$ cat config.mk
export PLATFORM = sky130hd
export DESIGN_NAME = wb_port_arbiter
export DESIGN_NICKNAME = d
export VERILOG_FILES = /design/src/rtl/wb_port_arbiter.sv
export SDC_FILE = /design/constraint.sdc
export NUM_CORES = 1
export LEC_CHECK = 0
export BUFFER_PORTS_ARGS = -buffer_cell sky130_fd_sc_hd__buf_2
export CORE_MARGIN = 8
export CORE_UTILIZATION = 50
export CTS_CLUSTER_DIAMETER = 30
export DETAILED_ROUTE_END_ITERATION = 16
export GPL_TIMING_DRIVEN = 0
export PLACE_DENSITY = 0.8
export SLEW_MARGIN = 0
export SYNTH_ARGS = -nofsm -noshare
export SYNTH_HDL_FRONTEND = slang
export SYNTH_SLANG_ARGS = --single-unit
$ cat constraint.sdc
create_clock -name clk -period 3.6 [get_ports clk]
set_clock_uncertainty 0.2 [all_clocks]
set_input_delay 0 -clock clk [delete_from_list [all_inputs] [get_ports clk]]
set_output_delay 0 -clock clk [all_outputs]
set_load 0.02 [all_outputs]
$ cat src/rtl/wb_port_arbiter.sv
// rtl/wb_port_arbiter.sv - merges W-stage and buffered LLU results onto the register-file write port
// Optional starvation forcing of the LLU head is compiled in with WB_ARB_STARVE_EN.
module wb_port_arbiter #(
    parameter int DATA_WIDTH = 32,
    parameter int ADDR_WIDTH = 5,
    parameter int FIFO_DEPTH = 2,
    parameter int MAX_WAIT   = 4
) (
    input  logic                          clk,
    input  logic                          rst_n,
    input  logic                          RegWriteW,
    input  logic [ADDR_WIDTH-1:0]         RdW,
    input  logic [DATA_WIDTH-1:0]         ResultW,
    input  logic                          llu_valid,
    input  logic [ADDR_WIDTH-1:0]         llu_rd,
    input  logic [DATA_WIDTH-1:0]         llu_data,
    output logic                          llu_ready,
    output logic                          WE3,
    output logic [ADDR_WIDTH-1:0]         A3,
    output logic [DATA_WIDTH-1:0]         WD3,
    output logic                          StallW,
    output logic [$clog2(FIFO_DEPTH):0]   llu_count
);
    localparam int PW = $clog2(FIFO_DEPTH);
    localparam int CW = PW + 1;
    localparam logic [CW-1:0] DEPTH_C = CW'(FIFO_DEPTH);

    logic [ADDR_WIDTH-1:0] rd_mem   [FIFO_DEPTH];
    logic [DATA_WIDTH-1:0] data_mem [FIFO_DEPTH];
    logic [PW-1:0]         wr_ptr;
    logic [PW-1:0]         rd_ptr;
    logic                  ready_en;
    logic                  head_valid;
    logic                  force_grant;
    logic                  grant_llu;
    logic                  push;
    logic                  pop;

    assign head_valid = (llu_count != '0);
    // ready_en holds the handshake off until the first edge after reset release
    assign llu_ready  = ready_en && (llu_count < DEPTH_C);
    assign push       = llu_valid && llu_ready && (llu_rd != '0);
    assign grant_llu  = head_valid && (!RegWriteW || force_grant);
    assign pop        = grant_llu;

`ifdef WB_ARB_STARVE_EN
    localparam int WW = $clog2(MAX_WAIT + 1);
    localparam logic [WW-1:0] MAX_WAIT_C = WW'(MAX_WAIT);

    logic [WW-1:0] wait_cnt;

    always_ff @(posedge clk or negedge rst_n) begin
        if (!rst_n) begin
            wait_cnt <= '0;
        end else if (!head_valid || pop) begin
            wait_cnt <= '0;
        end else if (wait_cnt != MAX_WAIT_C) begin
            wait_cnt <= wait_cnt + 1'b1;
        end
    end

    assign force_grant = head_valid && (wait_cnt == MAX_WAIT_C);
    assign StallW      = rst_n && force_grant;
`else
    assign force_grant = 1'b0;
    assign StallW      = 1'b0;
`endif

    always_ff @(posedge clk or negedge rst_n) begin
        if (!rst_n) begin
            wr_ptr    <= '0;
            rd_ptr    <= '0;
            llu_count <= '0;
            ready_en  <= 1'b0;
        end else begin
            ready_en <= 1'b1;
            if (push) begin
                wr_ptr <= wr_ptr + 1'b1;
            end
            if (pop) begin
                rd_ptr <= rd_ptr + 1'b1;
            end
            case ({push, pop})
                2'b10:   llu_count <= llu_count + 1'b1;
                2'b01:   llu_count <= llu_count - 1'b1;
                default: llu_count <= llu_count;
            endcase
        end
    end

    // Storage needs no reset: pointers and count define which entries are live
    always_ff @(posedge clk) begin
        if (push) begin
            rd_mem[wr_ptr]   <= llu_rd;
            data_mem[wr_ptr] <= llu_data;
        end
    end

    always_comb begin
        WE3 = 1'b0;
        A3  = '0;
        WD3 = '0;
        if (rst_n) begin
            if (RegWriteW && !force_grant) begin
                WE3 = 1'b1;
                A3  = RdW;
                WD3 = ResultW;
            end else if (head_valid) begin
                WE3 = 1'b1;
                A3  = rd_mem[rd_ptr];
                WD3 = data_mem[rd_ptr];
            end
        end
    end
endmodule

==> flow_summary.ini, run 1 <==
[finish]
layout-drive-gt1-share_pct = 33.3
area.growth.synth_to_final_pct = 39.4
mostFrequentLayoutCell = buf_2
fin_area_um2 = 4870
layoutNonFillerInstCount = 534
antennaDiodeCount = 0
fill_cells = 485
final_cell_mix = 122 x buf_2, 74 x edfxtp_1, 40 x dlygate4sd3_1
fin_util_pct = 71.7
nets = 512

[worst_setup_path]
reg2reg_depth = 7
crit_end = WD3[1]
crit_path_frequent_cell = buf_2
arrival_ps = 1950
cp-end-kind = output port
critPathMaxStageDelay_ps = 440
worst-path-stages = 6
crit_required_ps = 3400
r2r-start = llu_count[1]
crit_buf_inv = 3
crit_start = llu_count[1]
crit_path_start_kind = register
rrSetupSlack_ps = 1470
crit_slowest_cell = dfrtp_1
path_cells = o21bai_1 > buf_2 > buf_2 > o21ai_0 > and2_1 > buf_2
r2r_end = llu_count[1]
path_delay_family = buffers and inverters
worstPathMaxFanout = 10
worst-setup-path-type = register to output port

[floorplan]
start_util_pct = 51.4
fp-row-count = 30
die_area_um2 = 9920
die_w_um = 99.6
fp.dieH_um = 99.6
num_io_pins = 120
core_region_area_um2 = 6790

[power]
peakVddDrop_v = 0.000363
power_density_nw_per_um2 = 558
p_leak_nw = 2.08

[run_status]
status = finished, final reports clean

[clock_tree]
cts_sinks = 79
cts_buffers = 9
cts_max_level = 3
clockBufferDepth = 2
clock_latency_ps = 340
clk_pin_slew_ps = 80
cts_tree = yes
cts-root-buf = clkbuf_8
cts_setup_buffers = 0

[global_routing]
grt_pass1_vias = 2725
grt_max_degree = 25
grt_pass1_wl_um = 13500
grtUsageMet1_pct = 19.4
grt_use_met3_pct = 5.80
overflow = 0
met2_usage_pct = 31.3
busiest_layer = met2
track_usage_pct = 17.7
antenna_found_initial = 1

[synth]
synthesis.nets = 341
avgSynthCellArea_um2 = 13.3
synth_area_leader_cell = edfxtp_1
syn_inst = 262
ys_top_cells_by_area = edfxtp_1 64%, mux2i_1 11%, and2_1 6.6%
synth_top_family_by_area = simple AND/OR/NAND/NOR gates
synth_compound_area_share_pct = 6.37
synth_top_area_share_pct = 63.6
synth_area_um2 = 3490
synthSimpleGateAreaFrac_pct = 11.4
ys.warnings.count = 0
synth_seq_cells = 79
muxShareOfSynthArea_pct = 10.6
synth_xor_area_share_pct = 1.25
synth_fa_ha_area_share_pct = 0.358
ys_seq_area_share_pct = 67.2
synth_cell_types = 20

[worst_hold_path]
hold_path_class = primary input to register

[timing]
finalSetupViolations = 0
max_freq_ghz = 0.466
period_share_pct = 59.6
max_slew_margin_pct = 60.7
final_max_slew_viol_count = 0
period_minus_slack_ps = 2150
grt_setup_unrepaired = no
tightest_slew_ps = 590
hold_viol_final = 0

[route]
wirelength_um = 8590
antenna_left = 0
drc = 0
drt_first_pass_iters = 4
avgRoutedWirePerCell_um = 16.1
num_vias = 2588
via_per_inst = 4.85
first_iter_violations = 82

[place]
hpwl_um = 5830
io_buffers = 118
numPlacedInstances = 478
gp_congestion = 0.691
dpl-instance-area_um2 = 4260

[flow_run]
max-cap-violations = 0
power breakdown:
group	internal, mW	total (mW)	switching (mW)
Clock	0.384	0.687	0.303
Sequential	1.12	1.17	0.0460
Combinational	0.375	0.862	0.487
worst reg2reg max path, delay by kind of cell, from the launching register on:
family / cells / cell delay (ps)
AO/OA/AOI/OAI: 1 / 220
XOR/XNOR: 1 / 150
adder cells (fa/ha/maj): 1 / 320
buffers and inverters: 3 / 590
flip-flops: 1 / 440
AND/OR/NAND/NOR: 1 / 140
synth_stat cells:
library cell and number:
and2_1 37, buf_2 4, buf_4 4, clkbuf_1 9, conb_1 2, dfrtp_1 5
edfxtp_1 74, ha_1 1, inv_1 2, mux2i_1 37, nand2_1 37, nor2_1 3
nor2b_1 1, o211ai_4 1, o21ai_0 37, o21bai_1 1, o31a_1 1, or4_4 1
xnor2_1 4, xor2_1 1
per-stage QoR:
stage	power, mW	TNS [ps]	setup slack [ps]	hold WS (ps)
3_5_place_dp	2.02	0	1480	-369
5_1_grt	2.86	0	1270	167
4_1_cts	2.75	0	1420	165
6_report	2.72	0	1450	180
3_3_place_gp	1.99	-29770	-404	-370
2_1_floorplan	1.75	0	250	-496
per-layer routing:
metal | vias to the layer above | share of wire [%]
met5 | - | 0.093
met4 | 2 | 1.4
met3 | 11 | 8.9
met2 | 96 | 51
met1 | 1207 | 38
li1 | 1272 | -
cell type report:
class,count,area (um2),area share (%)
tap,96,120,2.47
buffer,17,83.8,1.72
clock buffer,9,124,2.54
timing repair buffer,160,1030,21.2
sequential,79,2350,48.2
multi-input combinational,164,1070,22.0
inverter,2,7.51,0.154
clock inverter,7,87.6,1.80
worst min path at each step:
stage                            to  slack [ps]  cells after the start          from
global route        data_mem[1][19]         170                      2  llu_data[19]
detailed placement         ready_en        -370                      1         rst_n
global placement       llu_count[0]        -370                      1         rst_n
CTS                 data_mem[1][29]         160                      2  llu_data[29]
floorplan              llu_count[0]        -500                      0         rst_n
finish              data_mem[1][24]         180                      2  llu_data[24]
repair_timing:
action	4_1_cts	5_1_grt
gates resized for setup	0	0
hold buffers	40	0
endpoints found under the hold margin	86	0
cells by family after synthesis:
logic type	count (synthesis)
buffers and inverters	19
other	2
multiplexers	37
flip-flops	79
XOR/XNOR	5
adder cells (fa/ha/maj)	1
AND/OR/NAND/NOR	79
AO/OA/AOI/OAI	40
registers in the layout (all words and copies together), names as in the netlist:
register and count:
ready_en 1, data_mem 64, llu_count 2, rd_mem 10, wr_ptr 1, rd_ptr 1
No activity file was read; power rests on OpenSTA's default activity.
==> run 2: changes to the inputs <==
CORE_UTILIZATION = 45   (was 50)
PLACE_DENSITY = 0.76   (was 0.8)
clock period = 1.95 ns   (was 3.6 ns; I/O delays follow)
==> run 2 against run 1 <==
Compared with the run above: critical path depth up 1; setup slack got worse by 1400 ps; final area rose by 7.0%; hold slack got worse by 120 ps; highest routed layer is now met4.
==> flow_summary.ini, run 2 (synthesized netlist as in run 1, its figures left out) <==
[route]
drc = 0
drt_first_pass_iters = 6
antenna_left = 0
avgRoutedWirePerCell_um = 16.3
num_vias = 2672
wirelength_um = 9010
via_per_inst = 4.84
first_iter_violations = 81

[worst_setup_path]
arrival_ps = 1710
critPathMaxStageDelay_ps = 440
crit_slowest_cell = dfrtp_2
rrSetupSlack_ps = 60
crit_path_start_kind = register
cp-end-kind = output port
reg2reg_depth = 9
worst-setup-path-type = register to output port
worstPathMaxFanout = 4
path_cells = buf_6 > o21bai_4 > buf_6 > buf_4 > o21ai_1 > and2_1 > buf_4
r2r-start = llu_count[1]
crit_required_ps = 1750
r2r_end = llu_count[1]

[global_routing]
grtUsageMet1_pct = 17.8
grt_pass1_wl_um = 14400
grt_pass1_vias = 3006
antenna_found_initial = 1
track_usage_pct = 16.8
busiest_layer = met2
grt_use_met3_pct = 6.51
met2_usage_pct = 29.7
grt_max_degree = 20
overflow = 0

[worst_hold_path]
hp-start = llu_rd[4]
hold_end = wr_ptr
min_delay_path_depth = 4
hold_path_class = primary input to register

[power]
power_density_nw_per_um2 = 1040
power.total_mw = 5.40
p_leak_nw = 2.20
peakVddDrop_v = 0.000542

[finish]
area.growth.synth_to_final_pct = 49.2
top_register = data_mem
fill_cells = 545
nets = 523
final_cell_mix = 102 x buf_2, 74 x edfxtp_1, 40 x dlygate4sd3_1
mostFrequentLayoutCell = buf_2
largest_register_ffs = 64
top_regs = data_mem: 64 flops, rd_mem: 10 flops, llu_count: 2 flops
multiInputGateArea_um2 = 1180
layout-drive-gt1-share_pct = 39.4
seqCellArea_um2 = 2350

[timing]
fin_ws_ps = 42.9
hold_viol_final = 0
grt_setup_unrepaired = yes
whs_ps = 56.6
max_slew_margin_pct = 60.3
final_max_slew_viol_count = 0
period_share_pct = 97.8
period_minus_slack_ps = 1910
max_freq_ghz = 0.524
tightest_slew_ps = 595
finalSetupViolations = 0

[floorplan]
core_region_area_um2 = 7610
fp.dieH_um = 104
die_w_um = 104
num_io_pins = 120
start_util_pct = 45.9
die_area_um2 = 10800
fp-row-count = 32

[place]
io_buffers = 118
hpwl_um = 5680
gp_congestion = 0.728
pre_cts_slack_ps = -328

[clock_tree]
cts-root-buf = clkbuf_8
cts_max_level = 3
cts_tree = yes
cts_sinks = 79
clk_pin_slew_ps = 80
clockBufferDepth = 2
clock_latency_ps = 340
cts_buffers = 9

[run_status]
status = finished, final reports clean

[flow_run]
max-cap-violations = 0
## run 2: changes by cell type in the layout (fill, tap and decap cells not counted), sizes merged
cell and change:
buf +9, clkbuf +3, nor2 +2, bufinv -1
clkinv -1, clkinvlp -1, diode +1
## run 2: metrics by stage
step	util, %	setup TNS, ps	cells	cell area [um2]
after floorplan	-	-6150	262	3520
after global placement	55.7	-21320	482	4240
after detailed placement	55.7	-23000	482	4240
after CTS	64.8	0	544	4930
after global routing	68.5	-596	552	5210
final	68.5	0	552	5210
## run 2: final cells by class
type / instances / share of cell area, %
diodes: 1 / 0.0480
plain buffers: 17 / 2.54
clock buffers: 12 / 2.59
clock inverters: 4 / 0.888
inverters: 2 / 0.144
multi-input cells: 166 / 22.6
flip-flops and latches: 79 / 45.1
well taps: 102 / 2.45
repair buffers: 169 / 23.7
## run 2: how the worst max path moves through the flow
| stage | startpoint | end | slack (ps) | cells past startpoint |
|---|---|---|---|---|
| floorplan | llu_count[1] | data_mem[0][0] | -90 | 3 |
| CTS | llu_count[1] | WD3[4] | 20 | 7 |
| global route | llu_count[1] | WD3[15] | -50 | 7 |
| global placement | llu_count[1] | data_mem[0][0] | -300 | 3 |
| detailed placement | llu_count[1] | data_mem[0][0] | -330 | 3 |
| finish | llu_count[1] | WD3[15] | 40 | 7 |
## run 2: what timing repair did
item / in CTS / in global routing
hold endpoints to repair: 80 / 0
hold buffers: 40 / 0
resized for setup: 15 / 75
setup buffers: 4 / 6
cloned: 2 / 1
pin swaps: 3 / 7
endpoints found under the setup margin: 113 / 65
## run 2: critical path, delay by kind of cell, from the launching register on
| family | cells | cell delay, ps |
|---|---|---|
| buffers and inverters | 4 | 550 |
| AND/OR/NAND/NOR | 1 | 160 |
| AO/OA/AOI/OAI | 2 | 220 |
| flip-flops | 1 | 440 |
## run 2: power breakdown
group	internal [mW]	leakage (nW)	switching, mW
Sequential	2.08	0.729	0.110
Combinational	1.04	1.38	1.04
Clock	0.587	0.0880	0.549
Total	3.71	2.20	1.70
## run 2: metal layers
metal / part of all wire (%) / vias up
li1: - / 1295
met1: 39 / 1274
met2: 52 / 91
met3: 7.6 / 12
met4: 1.5 / 0
met5: 0 / -
